===== src/rtl/ctrl_pkg.sv =====
// Shared types and default opcode constants for the multicycle controller.
// Optional performance counters in the top level are built only when CTRL_PERF_CNT_EN is defined.
package ctrl_pkg;

    typedef enum logic [2:0] {
        FETCH  = 3'd0,
        DECODE = 3'd1,
        EXEC   = 3'd2,
        MEM    = 3'd3,
        WB     = 3'd4,
        HALTED = 3'd5
    } state_t;

    typedef enum logic [2:0] {
        CLS_NOP   = 3'd0,
        CLS_ALU   = 3'd1,
        CLS_LOAD  = 3'd2,
        CLS_STORE = 3'd3,
        CLS_HALT  = 3'd4
    } op_class_t;

    localparam logic [3:0]  DEFAULT_STORE_OP = 4'b0100;
    localparam logic [3:0]  DEFAULT_LOAD_OP  = 4'b0101;
    localparam logic [3:0]  DEFAULT_HALT_OP  = 4'b1111;
    // Opcodes 1,2,3 and 8..13 are ALU class.
    localparam logic [15:0] DEFAULT_ALU_MASK = 16'h3F0E;

endpackage


===== src/rtl/multicycle_controller_op_class_decode.sv =====
// Combinational opcode classifier. HALT is checked first so it wins over an
// overlapping ALU mask bit, then ALU, then load/store; anything else is a NOP.
module op_class_decode
    import ctrl_pkg::*;
#(
    parameter int                 OP_W     = 4,
    parameter logic [2**OP_W-1:0] ALU_MASK = DEFAULT_ALU_MASK,
    parameter logic [OP_W-1:0]    STORE_OP = DEFAULT_STORE_OP,
    parameter logic [OP_W-1:0]    LOAD_OP  = DEFAULT_LOAD_OP,
    parameter logic [OP_W-1:0]    HALT_OP  = DEFAULT_HALT_OP
) (
    input  logic [OP_W-1:0] op_code,
    output op_class_t       op_class
);

    always_comb begin
        op_class = CLS_NOP;
        if (op_code == HALT_OP) begin
            op_class = CLS_HALT;
        end else if (ALU_MASK[op_code]) begin
            op_class = CLS_ALU;
        end else if (op_code == STORE_OP) begin
            op_class = CLS_STORE;
        end else if (op_code == LOAD_OP) begin
            op_class = CLS_LOAD;
        end
    end

endmodule


===== src/rtl/multicycle_controller.sv =====
// Multi-cycle MIPS control FSM: fetch/decode/execute/memory/writeback with
// request/acknowledge handshakes. Define CTRL_PERF_CNT_EN to build the retired/stall counters.
module multicycle_controller
    import ctrl_pkg::*;
#(
    parameter int                 OP_W     = 4,
    parameter logic [2**OP_W-1:0] ALU_MASK = DEFAULT_ALU_MASK,
    parameter logic [OP_W-1:0]    STORE_OP = DEFAULT_STORE_OP,
    parameter logic [OP_W-1:0]    LOAD_OP  = DEFAULT_LOAD_OP,
    parameter logic [OP_W-1:0]    HALT_OP  = DEFAULT_HALT_OP,
    parameter int                 CNT_W    = 32
) (
    input  logic             clk,
    input  logic             rst,
    input  logic [OP_W-1:0]  op_code,
    output logic             if_req,
    input  logic             if_ack,
    output logic             ir_load,
    output logic             alu_en,
    output logic             dmem_req,
    input  logic             dmem_ack,
    output logic             data_write_en,
    output logic             reg_write_en,
    output logic             mem_to_reg,
    output logic             pc_en,
    output logic             halted,
    output logic [CNT_W-1:0] retired_cnt,
    output logic [CNT_W-1:0] stall_cnt
);

    state_t          state_reg, state_next;
    logic [OP_W-1:0] op_reg;
    op_class_t       op_class;

    op_class_decode #(
        .OP_W     (OP_W),
        .ALU_MASK (ALU_MASK),
        .STORE_OP (STORE_OP),
        .LOAD_OP  (LOAD_OP),
        .HALT_OP  (HALT_OP)
    ) u_decode (
        .op_code  (op_reg),
        .op_class (op_class)
    );

    always_ff @(posedge clk or posedge rst) begin
        if (rst) begin
            state_reg <= FETCH;
            op_reg    <= '0;
        end else begin
            state_reg <= state_next;
            if (state_reg == FETCH && if_ack) begin
                op_reg <= op_code;
            end
        end
    end

    always_comb begin
        state_next    = state_reg;
        if_req        = 1'b0;
        ir_load       = 1'b0;
        alu_en        = 1'b0;
        dmem_req      = 1'b0;
        data_write_en = 1'b0;
        reg_write_en  = 1'b0;
        mem_to_reg    = 1'b0;
        pc_en         = 1'b0;
        halted        = 1'b0;
        case (state_reg)
            FETCH: begin
                if_req = 1'b1;
                if (if_ack) begin
                    ir_load    = 1'b1;
                    state_next = DECODE;
                end
            end
            DECODE: begin
                case (op_class)
                    CLS_HALT:                     state_next = HALTED;
                    CLS_ALU, CLS_LOAD, CLS_STORE: state_next = EXEC;
                    default: begin
                        pc_en      = 1'b1;
                        state_next = FETCH;
                    end
                endcase
            end
            EXEC: begin
                alu_en     = 1'b1;
                state_next = (op_class == CLS_ALU) ? WB : MEM;
            end
            MEM: begin
                dmem_req      = 1'b1;
                data_write_en = (op_class == CLS_STORE);
                if (dmem_ack) begin
                    if (op_class == CLS_STORE) begin
                        pc_en      = 1'b1;
                        state_next = FETCH;
                    end else begin
                        state_next = WB;
                    end
                end
            end
            WB: begin
                reg_write_en = 1'b1;
                pc_en        = 1'b1;
                mem_to_reg   = (op_class == CLS_LOAD);
                state_next   = FETCH;
            end
            HALTED: halted = 1'b1;
            default: state_next = FETCH;
        endcase
        // Reset must silence everything immediately, including the FETCH request.
        if (rst) begin
            state_next    = FETCH;
            if_req        = 1'b0;
            ir_load       = 1'b0;
            alu_en        = 1'b0;
            dmem_req      = 1'b0;
            data_write_en = 1'b0;
            reg_write_en  = 1'b0;
            mem_to_reg    = 1'b0;
            pc_en         = 1'b0;
            halted        = 1'b0;
        end
    end

`ifdef CTRL_PERF_CNT_EN
    logic [CNT_W-1:0] retired_reg, stall_reg;

    always_ff @(posedge clk or posedge rst) begin
        if (rst) begin
            retired_reg <= '0;
            stall_reg   <= '0;
        end else begin
            if (pc_en) begin
                retired_reg <= retired_reg + CNT_W'(1);
            end
            if ((if_req & ~if_ack) | (dmem_req & ~dmem_ack)) begin
                stall_reg <= stall_reg + CNT_W'(1);
            end
        end
    end

    assign retired_cnt = retired_reg;
    assign stall_cnt   = stall_reg;
`else
    assign retired_cnt = '0;
    assign stall_cnt   = '0;
`endif

endmodule


===== config.mk =====
export PLATFORM = sky130hd
export DESIGN_NAME = multicycle_controller
export DESIGN_NICKNAME = d
export VERILOG_FILES = /design/src/rtl/ctrl_pkg.sv /design/src/rtl/multicycle_controller_op_class_decode.sv /design/src/rtl/multicycle_controller.sv
export SDC_FILE = /design/constraint.sdc
export NUM_CORES = 1
export LEC_CHECK = 0
export CORE_UTILIZATION = 37
export CTS_BUF_LIST = sky130_fd_sc_hd__clkbuf_8
export CTS_CLUSTER_DIAMETER = 40
export CTS_CLUSTER_SIZE = 8
export DETAILED_ROUTE_END_ITERATION = 10
export GPL_TIMING_DRIVEN = 1
export PLACE_DENSITY = 0.94
export SLEW_MARGIN = 25
export SYNTH_ARGS = -nofsm -noshare
export SYNTH_HDL_FRONTEND = slang
export SYNTH_SLANG_ARGS = --single-unit
export TNS_END_PERCENT = 5

===== constraint.sdc =====
create_clock -name clk -period 4 [get_ports clk]
set_clock_uncertainty 0.05 [all_clocks]
set_input_delay 0.8 -clock clk [delete_from_list [all_inputs] [get_ports clk]]
set_output_delay 0.8 -clock clk [all_outputs]
set_load 0.05 [all_outputs]

==> run_results.csv, run 1 <==
group,metric,value,unit
synth,syn_avg_cell_area,8.30,µm²
die,placementRows,18,
route,wl,1550,µm
cts,cts_made_buffers,3,
pwr,leakagePower,0.514,nW
timing,maxSlewHeadroom,63.7,%
timing,rsz0062_at_grt,"no",
final_layout,layout-drive-gt1-share,8.39,%
pwr,irDropWorstVdd,0.000260,V
placed_design,gp_congestion,0.873,
worst_setup_path,critPathLaunchType,"primary input",
timing,slew_viol_final,0,
cts,clkTransAtPathRegs,0.04,ns
worst_hold_path,min_path_type,"flip-flop to flip-flop",
die,core,2570,µm²
die,fp.dieH,54.9,µm
final_layout,synthToLayoutAreaGrowth,-1.21,%
cts,cts-root-buf,"clkbuf_8",
die,floorplan.initialDensity,40.4,%
route,wl_met1,624,µm
route,routed-wl-met3,154,µm
synth,ys_ff_latch,7,
final_layout,largest_reg_flops,4,
cts,cts_tree,"done",
die,ioPinCount,81,
route,wl_per_cell,8.96,µm
cts,cts.sinks,7,
cts,post-cts-setup-buffers,0,
pwr,p_per_area,546,nW/µm²
worst_setup_path,endpoint_kind,"primary output",
pwr,power_switching,0.000310,W
grt,grt_start_max_net_pins,15,
worst_setup_path,critPathSlowestCell,"clkdlybuf4s50_1",
grt,grt.overflow.total,0,
final_layout,n_antenna_cell,0,
placed_design,dpl.hpwl,1300,µm
grt,grt_antenna_before_repair,0,
timing,fin_crit_sh,92.1,%
synth,synthFlopType,"dfrtp_1",
worst_setup_path,crit_type,"primary input to primary output",
pwr,intPower,0.000250,W
synth,synth_edf_count,0,
worst_setup_path,path_cells,"clkdlybuf4s50_1 > nand4bb_1 > nor3_1 > clkdlybuf4s50_1",
cts,ctsHoldBuffers,0,
worst_setup_path,critPathMaxStageDelay,0.90,ns
job,cap_violations,0,
timing,worst_pin_slew,0.542,ns
pwr,clkPwrFrac,16.9,%
grt,grt_pass1_vias,494,
worst_setup_path,cp.arrival,2.83,ns
route,drt_iter0_markers,6,
cts,cts_resized,0,
timing,setup_violations,0,
worst_setup_path,cp_max_fo,6,
outcome,status,"finished, final reports clean",
pwr,swShare,55.4,%
worst_setup_path,cp_data_required_time,3.15,ns
cts,clock_latency,0.22,ns
worst_setup_path,crit_family,"buffers and inverters",
timing,hold_viol_final,0,
route,postRouteAntennaNets,0,
timing,fin_tns_setup,0,ns
grt,grt_pass1_wl,2150,µm
synth,async_flop_share,100,%
cts,h-tree-depth,1,
die,dieArea,3020,µm²
worst_setup_path,cp.buffers_inverters,2,
route,drtPass1Iterations,4,
synth,ys_warn_count,0,
synth,syn-cell-area,1040,µm²
pwr,p_seq_share,26.5,%
grt,grtUsageTotal,10.1,%
pwr,combPwrFrac,56.7,%
synth,syn_inst,125,
final_layout,nNetsFinal,152,
final_layout,postLayoutCoreUtil,39.9,%
route,top_layer,"met4",
timing,fmax,271,MHz
cts,clockBufferDepth,2,
die,die_w,54.9,µm
worst_setup_path,cpMostUsedCell,"clkdlybuf4s50_1",
placed_design,port_buffers,16,
route,wl_met2,747,µm
timing,period_needed,3.68,ns
route,vias,677,
route,remaining_drc_errors,0,
synth,ys_seq_area_share,16.9,%
route,via_per_inst,3.91,
synth,synth_cell_types,35,
-- worst reg2reg max path: stages, from the launching register on --
cell and delay, ns:
dfrtp_1 0.63, inv_1 0.14, o311ai_2 0.35, a31oi_1 0.07
a32o_1 0.23
-- stage by stage --
step	instances	hold WS (ns)	total power [W]	cell area, µm²	setup WS (ns)
2_1_floorplan	188	0.514	0.000467	1270	0.259
3_3_place_gp	169	0.561	0.000459	980	0.442
3_5_place_dp	169	0.567	0.000465	980	0.308
4_1_cts	173	0.576	0.000563	1020	0.299
5_1_grt	173	0.610	0.000597	1020	0.210
6_report	173	0.574	0.000560	1020	0.316
-- kinds of logic after synthesis --
| group | after synthesis | synth area share (%) |
|---|---|---|
| adder cells (fa/ha/maj) | 1 | 1.09 |
| AND/OR/NAND/NOR | 24 | 15.2 |
| multiplexers | 3 | 3.26 |
| other | 1 | 0.362 |
| buffers and inverters | 71 | 49.7 |
| flip-flops | 7 | 16.9 |
| AO/OA/AOI/OAI | 18 | 13.5 |
-- Yosys cell counts, types with 2 or more instances --
cell / number / share of area [%]
buf_4: 64 / 46
dfrtp_1: 7 / 17
nand2_1: 5 / 1.8
inv_1: 4 / 1.4
mux2_1: 3 / 3.3
nand2b_1: 3 / 1.8
nor2_1: 3 / 1.1
o21ai_0: 3 / 1.4
a21oi_1: 2 / 0.97
a31oi_1: 2 / 1.2
and2_1: 2 / 1.2
nor3_1: 2 / 0.97
nor4_1: 2 / 1.2
o22ai_1: 2 / 1.2
-- routing by layer --
metal	vias up	track usage [%]
li1	326	-
met1	304	12.1
met2	45	16.7
met3	2	4.92
met4	0	1.67
met5	-	0
-- path summary, 6_finish.rpt --
check / endpoint / cells past startpoint / slack [ns] / startpoint
worst max-delay path: data_write_en / 4 / 0.32 / rst
worst min-delay path: op_reg[1] / 1 / 0.57 / op_reg[1]
worst max register to register: state_reg[0] / 4 / 2.42 / state_reg[0]
worst min register to register: op_reg[1] / 1 / 0.57 / op_reg[1]
max in group asynchronous: op_reg[2] / 3 / 2.79 / rst
min in group asynchronous: state_reg[2] / 3 / 0.99 / rst
-- cell type report --
type / count / area, µm²
inverter: 5 / 18.8
multi-input combinational: 110 / 583
fill: 280 / 1540
timing repair buffer: 17 / 165
sequential: 7 / 175
clock inverter: 1 / 3.75
clock buffer: 3 / 41.3
tap: 30 / 37.5
-- cell usage in the layout (no fill, tap or decap), types with 3 or more instances in the layout --
master           synthesis  layout
nor2_1                   3       3
nand2_1                  5       5
inv_1                    4       5
o21ai_0                  3       3
dfrtp_1                  7       7
clkdlybuf4s50_1          0      15
conb_1                   1      64
mux2_1                   3       3
clkbuf_8                 0       3
nand2b_1                 3       3
-- power by group through the flow --
stage	registers [W]	clock network, W	logic (W)
floorplan	0.000125	0	0.000342
global placement	0.000147	0	0.000312
detailed placement	0.000148	0	0.000317
CTS	0.000147	0.0000978	0.000318
global route	0.000154	0.000103	0.000340
finish	0.000148	0.0000944	0.000317
No activity file was read; power rests on OpenSTA's default activity.
==> inputs of run 2 (changes only) <==
--- a/config.mk
+++ b/config.mk
@@ -5,13 +5,13 @@
 export SDC_FILE = /design/constraint.sdc
 export NUM_CORES = 1
 export LEC_CHECK = 0
-export CORE_UTILIZATION = 37
+export CORE_UTILIZATION = 26
 export CTS_BUF_LIST = sky130_fd_sc_hd__clkbuf_8
 export CTS_CLUSTER_DIAMETER = 40
 export CTS_CLUSTER_SIZE = 8
 export DETAILED_ROUTE_END_ITERATION = 10
 export GPL_TIMING_DRIVEN = 1
-export PLACE_DENSITY = 0.94
+export PLACE_DENSITY = 0.71
 export SLEW_MARGIN = 25
 export SYNTH_ARGS = -nofsm -noshare
 export SYNTH_HDL_FRONTEND = slang
==> run 2 against run 1 <==
Sequential share of layout area decreased by 0.37 points. Total power increased by 0.45%. Utilization decreased by 12 points. Setup slack improved by 0.10 ns. Register-to-register slack about the same. Sequential power about the same.
==> run_results.csv, run 2 (synthesis results as in run 1) <==
group,metric,value,unit
outcome,status,"finished, final reports clean",
timing,fin_crit_sh,89.6,%
route,via_per_inst,3.61,
placed_design,gp_congestion,0.781,
grt,grt_pass1_vias,466,
pwr,power,0.000562,W
timing,period_needed,3.58,ns
worst_setup_path,r2r.worst_path.cells,2,
die,core,3740,µm²
grt,grt.overflow.total,0,
cts,cts.sinks,7,
final_layout,final_cell_mix,"conb_1, clkdlybuf4s50_1, dfrtp_1, inv_1, nand2_1",
timing,worst_pin_slew,0.514,ns
grt,grt_start_max_net_pins,15,
placed_design,port_buffers,16,
final_layout,regArea,175,µm²
cts,clockBufferDepth,2,
route,wl,1530,µm
pwr,irDropWorstVdd,0.000258,V
worst_setup_path,endpoint_kind,"primary output",
route,wl_per_cell,8.02,µm
worst_setup_path,cp_max_fo,6,
worst_setup_path,cp.arrival,2.73,ns
route,postRouteAntennaNets,0,
route,drt_iter0_markers,10,
grt,grt_antenna_before_repair,0,
die,dieArea,4250,µm²
placed_design,dpl.hpwl,1250,µm
worst_hold_path,min_path_type,"flip-flop to flip-flop",
die,fp.dieH,65.2,µm
pwr,leakagePower,0.514,nW
cts,cts_tree,"done",
final_layout,n_antenna_cell,0,
cts,clkTransAtPathRegs,0.04,ns
timing,fmax,279,MHz
worst_setup_path,cp_data_required_time,3.15,ns
final_layout,fillCellCount,429,
cts,ctsHoldBuffers,0,
final_layout,final_cell_area,1050,µm²
timing,slew_viol_final,0,
die,ioPinCount,81,
timing,setup_violations,0,
job,cap_violations,0,
final_layout,largest_reg_flops,4,
grt,grt_pass1_wl,2240,µm
final_layout,multi_input_area,583,µm²
die,die_w,65.2,µm
timing,hold_viol_final,0,
cts,cts_resized,0,
grt,grtUsageTotal,6.79,%
route,vias,689,
route,remaining_drc_errors,0,
cts,h-tree-depth,1,
worst_setup_path,critPathLaunchType,"primary input",
cts,cts-root-buf,"clkbuf_8",
worst_hold_path,holdPathStages,1,
die,placementRows,22,
final_layout,nNetsFinal,152,
placed_design,place_area,1000,µm²
final_layout,synthToLayoutAreaGrowth,0.965,%
timing,maxSlewHeadroom,65.7,%
cts,post-cts-setup-buffers,0,
cts,cts_made_buffers,3,
cts,clock_latency,0.22,ns
route,drtPass1Iterations,4,
final_layout,layout-drive-gt1-share,8.39,%
timing,fin_tns_setup,0,ns
die,floorplan.initialDensity,27.7,%
final_layout,final_common_cell,"conb_1",
pwr,p_per_area,537,nW/µm²
worst_setup_path,crit_type,"primary input to primary output",
timing,rsz0062_at_grt,"no",
-- run 2: cell counts in the layout (fill, tap and decap cells not counted) --
No cell type changed its count.
-- run 2: path summary, 6_finish.rpt --
path	start	endpoint	slack, ns
max reg2reg	state_reg[1]	op_reg[1]	2.42
min reg2reg	op_reg[1]	op_reg[1]	0.59
min	op_reg[1]	op_reg[1]	0.59
max	rst	data_write_en	0.42
min in group asynchronous	rst	op_reg[2]	0.97
max in group asynchronous	rst	state_reg[0]	2.80
-- run 2: critical path: stages --
cell             delay, ns
clkdlybuf4s50_1       0.50
nand4bb_1             0.29
nor3_1                0.28
clkdlybuf4s50_1       0.85
-- run 2: per-layer routing --
layer / vias up / routed length, µm / GRT usage (%)
li1: 329 / - / -
met1: 315 / 667 / 9.19
met2: 45 / 717 / 9.92
met3: 0 / 147 / 2.78
met4: 0 / 0 / 1.63
met5: - / 0 / 0
-- run 2: cell type report --
class                           instances  share of cell area, %
Inverter                                5                   1.79
Sequential cell                         7                   16.7
Timing Repair Buffer                   17                   15.8
Tap cell                               48                   5.73
Multi-Input combinational cell        110                   55.7
Clock buffer                            3                   3.94
Clock inverter                          1                  0.358
-- run 2: per-stage QoR --
stage          std cells  utilization [%]  hold slack [ns]  setup WS [ns]
2_1_floorplan        188                -            0.514          0.259
3_3_place_gp         187             26.8            0.560          0.428
3_5_place_dp         187             26.8            0.576          0.401
4_1_cts              191             28.0            0.585          0.391
5_1_grt              191             28.0            0.634          0.306
6_report             191             28.0            0.586          0.416
-- run 2: power by group --
group	switching (W)	total (W)	internal [W]
Clock	0.0000286	0.0000948	0.0000661
Sequential	0.0000542	0.000149	0.0000945
Combinational	0.000230	0.000319	0.0000893
Total	0.000312	0.000562	0.000250
==> inputs of run 3 (changes only) <==
==> constraint.sdc (replaced) <==
create_clock -name clk -period 4 [get_ports clk]
set_clock_uncertainty 0.05 [all_clocks]
set_input_delay 0.8 -clock clk [delete_from_list [all_inputs] [get_ports clk]]
set_output_delay 0.8 -clock clk [all_outputs]
set_load 0.005 [all_outputs]
==> run 3 against run 2 <==
Cell count is 0.52% lower. Non-clock buffer count is 1 lower. Worst hold slack better by 0.019 ns. Highest routed layer unchanged. Largest power group unchanged. Count of clock-buffer cells in the layout stayed put. Design area is 0.48% lower. Total power is 26% lower. Sequential power is 3% higher. Global-route usage hardly changed. Setup slack better by 0.078 ns. Clock power is 1% lower. First-iteration DRC count is 100% higher. Sequential cell count stayed put.
==> run_results.csv, run 3 (synthesis results as in run 1) <==
group,metric,value,unit
worst_setup_path,critPathSlowestCell,"clkdlybuf4s50_1",
cts,cts.sinks,7,
cts,cts_tree,"done",
outcome,status,"finished, final reports clean",
grt,grt.overflow.total,0,
route,vias,677,
worst_setup_path,reg2reg_slack,2.38,ns
timing,fin_crit_sh,87.6,%
die,ioPinCount,81,
final_layout,multi_input_area,583,µm²
worst_setup_path,r2r-start,"state_reg[1]",
worst_setup_path,reg2reg_to,"state_reg[0]",
pwr,combPwrFrac,41.1,%
final_layout,fillCellCount,417,
cts,clkTransAtPathRegs,0.04,ns
placed_design,gp_congestion,0.884,
pwr,p_seq_share,36.5,%
die,core,3740,µm²
cts,ctsHoldBuffers,0,
cts,clock_latency,0.22,ns
cts,cts_resized,0,
cts,cts_made_buffers,3,
worst_setup_path,endpoint_kind,"primary output",
timing,period_needed,3.51,ns
cts,cts-root-buf,"clkbuf_8",
route,wl,1620,µm
timing,fmax,285,MHz
worst_setup_path,cpMostUsedCell,"clkdlybuf4s50_1",
timing,hold_viol_final,0,
placed_design,dpl.hpwl,1310,µm
final_layout,layout-drive-gt1-share,7.04,%
grt,grtUsageTotal,6.76,%
die,die_w,65.2,µm
worst_setup_path,cp.buffers_inverters,2,
worst_hold_path,holdCritStartpoint,"op_reg[1]",
worst_hold_path,min_path_type,"flip-flop to flip-flop",
cts,clockBufferDepth,2,
grt,grt_start_max_net_pins,15,
final_layout,final_cell_area,1040,µm²
pwr,intPower,0.000249,W
pwr,clkPwrFrac,22.4,%
timing,rsz0062_at_grt,"no",
placed_design,place_area,997,µm²
worst_setup_path,cp_max_fo,6,
final_layout,final_cell_mix,"conb_1, clkdlybuf4s50_1, dfrtp_1, inv_1, nand2_1",
route,remaining_drc_errors,0,
worst_setup_path,critPathLaunchType,"primary input",
worst_hold_path,hold_end,"op_reg[1]",
die,floorplan.initialDensity,27.7,%
final_layout,regArea,175,µm²
worst_setup_path,critPathMaxStageDelay,0.55,ns
pwr,leakagePower,0.507,nW
final_layout,nNetsFinal,151,
placed_design,port_buffers,16,
route,drtPass1Iterations,4,
die,dieArea,4250,µm²
final_layout,final_common_cell,"conb_1",
job,cap_violations,0,
worst_setup_path,r2r.worst_path.cells,4,
route,postRouteAntennaNets,0,
cts,post-cts-setup-buffers,0,
pwr,power_switching,0.000169,W
pwr,p_per_area,401,nW/µm²
worst_setup_path,path_cells,"clkdlybuf4s50_1 > nand4bb_1 > nor3_1 > a21oi_1 > o41ai_2 > clkdlybuf4s50_1",
final_layout,synthToLayoutAreaGrowth,0.483,%
route,drt_iter0_markers,20,
route,via_per_inst,3.56,
pwr,swShare,40.4,%
die,fp.dieH,65.2,µm
route,wl_per_cell,8.51,µm
final_layout,largest_reg_flops,4,
final_layout,n_antenna_cell,0,
grt,grt_pass1_wl,2220,µm
timing,fin_tns_setup,0,ns
pwr,power,0.000418,W
die,placementRows,22,
timing,holdWs,0.604,ns
pwr,irDropWorstVdd,0.000124,V
worst_setup_path,crit_family,"buffers and inverters",
worst_setup_path,cp_data_required_time,3.15,ns
grt,grt_antenna_before_repair,0,
grt,grt_pass1_vias,474,
worst_setup_path,crit_type,"primary input to primary output",
timing,setup_violations,0,
timing,slew_viol_final,0,
worst_setup_path,cp.arrival,2.66,ns
cts,h-tree-depth,1,
worst_hold_path,holdPathStages,1,
run 3: cell count changes in the layout (fill, tap and decap cells not counted):
cell	delta
clkdlybuf4s50_1	+1
buf_4	-2
run 3: routing by layer:
| metal | GRT usage (%) | part of all wire [%] | up-vias |
|---|---|---|---|
| met5 | 0 | 0 | - |
| met4 | 0.815 | 0 | 0 |
| met3 | 3.30 | 8.8 | 0 |
| met2 | 10.3 | 47 | 47 |
| met1 | 8.77 | 44 | 305 |
| li1 | - | - | 325 |
run 3: worst max-delay path by stage:
| stage | from | cells after the start | to | slack, ns |
|---|---|---|---|---|
| after floorplan | rst | 4 | pc_en | 1.69 |
| after detailed placement | rst | 6 | pc_en | 0.49 |
| final | rst | 6 | pc_en | 0.49 |
| after CTS | rst | 6 | pc_en | 0.49 |
| after global placement | rst | 6 | pc_en | 0.51 |
| after global routing | rst | 6 | pc_en | 0.39 |
run 3: final cells by class:
class / instances / area share, %
Multi-Input combinational cell: 110 / 55.9
Inverter: 5 / 1.80
Clock buffer: 3 / 3.96
Tap cell: 48 / 5.76
Timing Repair Buffer: 16 / 15.4
Clock inverter: 1 / 0.360
Sequential cell: 7 / 16.8
run 3: per-stage QoR:
step | cells | util, % | setup WS, ns
final | 190 | 27.8 | 0.494
after detailed placement | 186 | 26.6 | 0.494
after global placement | 186 | 26.6 | 0.509
after global routing | 190 | 27.8 | 0.390
after floorplan | 188 | - | 1.69
after CTS | 190 | 27.8 | 0.487
run 3: power by group through the flow:
| stage | sequential (W) | clock [W] | combinational [W] |
|---|---|---|---|
| 2_1_floorplan | 0.000125 | 0 | 0.000194 |
| 3_3_place_gp | 0.000151 | 0 | 0.000169 |
| 3_5_place_dp | 0.000152 | 0 | 0.000170 |
| 4_1_cts | 0.000151 | 0.0000955 | 0.000171 |
| 5_1_grt | 0.000158 | 0.000101 | 0.000192 |
| 6_report | 0.000153 | 0.0000937 | 0.000172 |
==> RTL change: new RTL, settings of run 2 <==
`OP_W` is set to 4 in 2 places; all go to 5.
--- a/src/rtl/multicycle_controller_op_class_decode.sv
+++ b/src/rtl/multicycle_controller_op_class_decode.sv
@@ -3,7 +3,7 @@
 module op_class_decode
     import ctrl_pkg::*;
 #(
-    parameter int                 OP_W     = 4,
+    parameter int                 OP_W     = 5,
     parameter logic [2**OP_W-1:0] ALU_MASK = DEFAULT_ALU_MASK,
     parameter logic [OP_W-1:0]    STORE_OP = DEFAULT_STORE_OP,
     parameter logic [OP_W-1:0]    LOAD_OP  = DEFAULT_LOAD_OP,
--- a/src/rtl/multicycle_controller.sv
+++ b/src/rtl/multicycle_controller.sv
@@ -3,7 +3,7 @@
 module multicycle_controller
     import ctrl_pkg::*;
 #(
-    parameter int                 OP_W     = 4,
+    parameter int                 OP_W     = 5,
     parameter logic [2**OP_W-1:0] ALU_MASK = DEFAULT_ALU_MASK,
     parameter logic [OP_W-1:0]    STORE_OP = DEFAULT_STORE_OP,
     parameter logic [OP_W-1:0]    LOAD_OP  = DEFAULT_LOAD_OP,
Ports: changed (resized op_code); port bits go from 81 to 82. The function was not compared with the original's and may differ.
==> RTL change against run 2 <==
Sequential cell count up 1. Setup slack better by 0.0096 ns. Design area up 1.9%. Total power up 20%. Worst hold slack worse by 0.0053 ns. Synthesized cell count up 3.2%. Utilization up 0.12 points. Sequential share of layout area up 2.0 points. Via count up 2.2%. Area after synthesis up 2.7%. Critical path depth up 1. Wire length up 6.0%. Largest cell class unchanged.
==> RTL change: results (changes against run 2) <==
INFO  metric grt_pass1_vias = 530 (was 466)
INFO  metric finalHoldWorstSlack = 0.580 ns (was 0.586 ns)
INFO  metric grt_max_degree = 12 (was 15)
INFO  metric synth_top_cells_by_count = 65 x buf_4, 8 x dfrtp_1, 8 x nor2_1 (was 64 x buf_4, 7 x dfrtp_1, 5 x nand2_1)
INFO  metric vdd_drop_max = 0.235 mV (was 0.258 mV)
INFO  metric route.detailed.vias_per_inst = 3.65 (was 3.61)
INFO  metric io_buffers = 17 (was 16)
INFO  metric worstMarginPinSlew = 0.508 ns (was 0.514 ns)
INFO  metric timing.hold.worst.start = op_reg[0]$_DFFE_PP0P_ (was op_reg[1]$_DFFE_PP0P_)
INFO  metric total_leakage_power = 0.502 nW (was 0.514 nW)
INFO  metric count_of_filler_cells_inserted_in_the_layout = 426 (was 429)
INFO  metric synth.yosys.seq_area_share = 18.8% (was 16.9%)
INFO  metric ff2ff_setup_slack = 2.45 ns (was 2.42 ns)
INFO  metric run_status = completed (unchanged)
INFO  metric instance_count_of_the_mapped_netlist = 129 (was 125)
INFO  metric yosys-top-cells-area = buf_4 46%, dfrtp_1 19%, mux2_2 4.2%, buf_6 3.2%, nor2_1 2.8% (was buf_4 46%, dfrtp_1 17%, mux2_1 3.3%, nor4b_4 2.3%, nand2_1 1.8%)
INFO  metric worstReg2RegEnd = op_reg[0]$_DFFE_PP0P_ (was op_reg[1]$_DFFE_PP0P_)
INFO  metric detailed_place_hpwl = 1310 um (was 1250 um)
INFO  metric dpl-instance-area = 1030 um2 (was 1000 um2)
INFO  metric routedWlPerCell = 8.41 um (was 8.02 um)
INFO  metric nNetsFinal = 156 (was 152)
INFO  metric ys_types = 31 (was 35)
INFO  metric globalRouteTotalUtil = 7.42% (was 6.79%)
INFO  metric peak_fanout_along_the_critical_path = 4 (was 6)
INFO  metric synth.cell_area = 1060 um2 (was 1040 um2)
INFO  metric finish.cell_count_without_fillers = 193 (was 191)
INFO  metric worst_path_largest_cell_delay = 0.83 ns (was 0.85 ns)
INFO  metric final_layout_size_suffix_gt1_share = 9.66% (was 8.39%)
INFO  metric globalplace.congestion = 0.788 (was 0.781)
INFO  metric grt_first_pass_wirelength = 2420 um (was 2240 um)
[RTL change: worst max-delay path: cells and delay by family]
| family | cells | cell delay [ns] |
|---|---|---|
| buffers and inverters | 2 | 1.36 |
| and+or+nand+nor | 2 | 0.39 |
| AOI/OAI and AO/OA | 1 | 0.17 |
[RTL change: cell families (layout without fill, tap and decap cells)]
logic type      after synthesis  count (layout)  share of synthesized area [%]
simple gates                 28              28                           15.6
flops                         8               8                           18.8
mux                           4               4                           4.23
buf+inv                      72              25                           50.4
compound gates               16              16                           10.6
other cells                   1              64                          0.352
[RTL change: area by class of cell]
class	count	share of cell area, %
clock buffer	3	3.87
inverter	4	1.41
multi-input combinational	112	53.9
sequential	8	18.8
tap	48	5.63
timing repair buffer	18	16.4
[RTL change: per-layer routing]
metal / part of all wire, % / up-vias / track usage, %
met2: 49 / 50 / 11.5
met4: 0.99 / 0 / 3.19
met1: 40 / 313 / 9.33
li1: - / 338 / -
met3: 10 / 3 / 2.41
met5: 0 / - / 0
[RTL change: worst max-delay path by stage]
stage                     startpoint  endpoint  slack, ns  cells past startpoint
after floorplan                  rst   ir_load       0.26                      2
after global placement      dmem_ack     pc_en       0.44                      5
after detailed placement    dmem_ack     pc_en       0.43                      5
after CTS                   dmem_ack     pc_en       0.43                      5
after global routing        dmem_ack     pc_en       0.32                      5
final                       dmem_ack     pc_en       0.43                      5
[RTL change: power breakdown]
| part | switching, mW | internal [mW] |
|---|---|---|
| clock | 0.0328 | 0.0653 |
| combinational | 0.271 | 0.115 |
| sequential | 0.0750 | 0.116 |
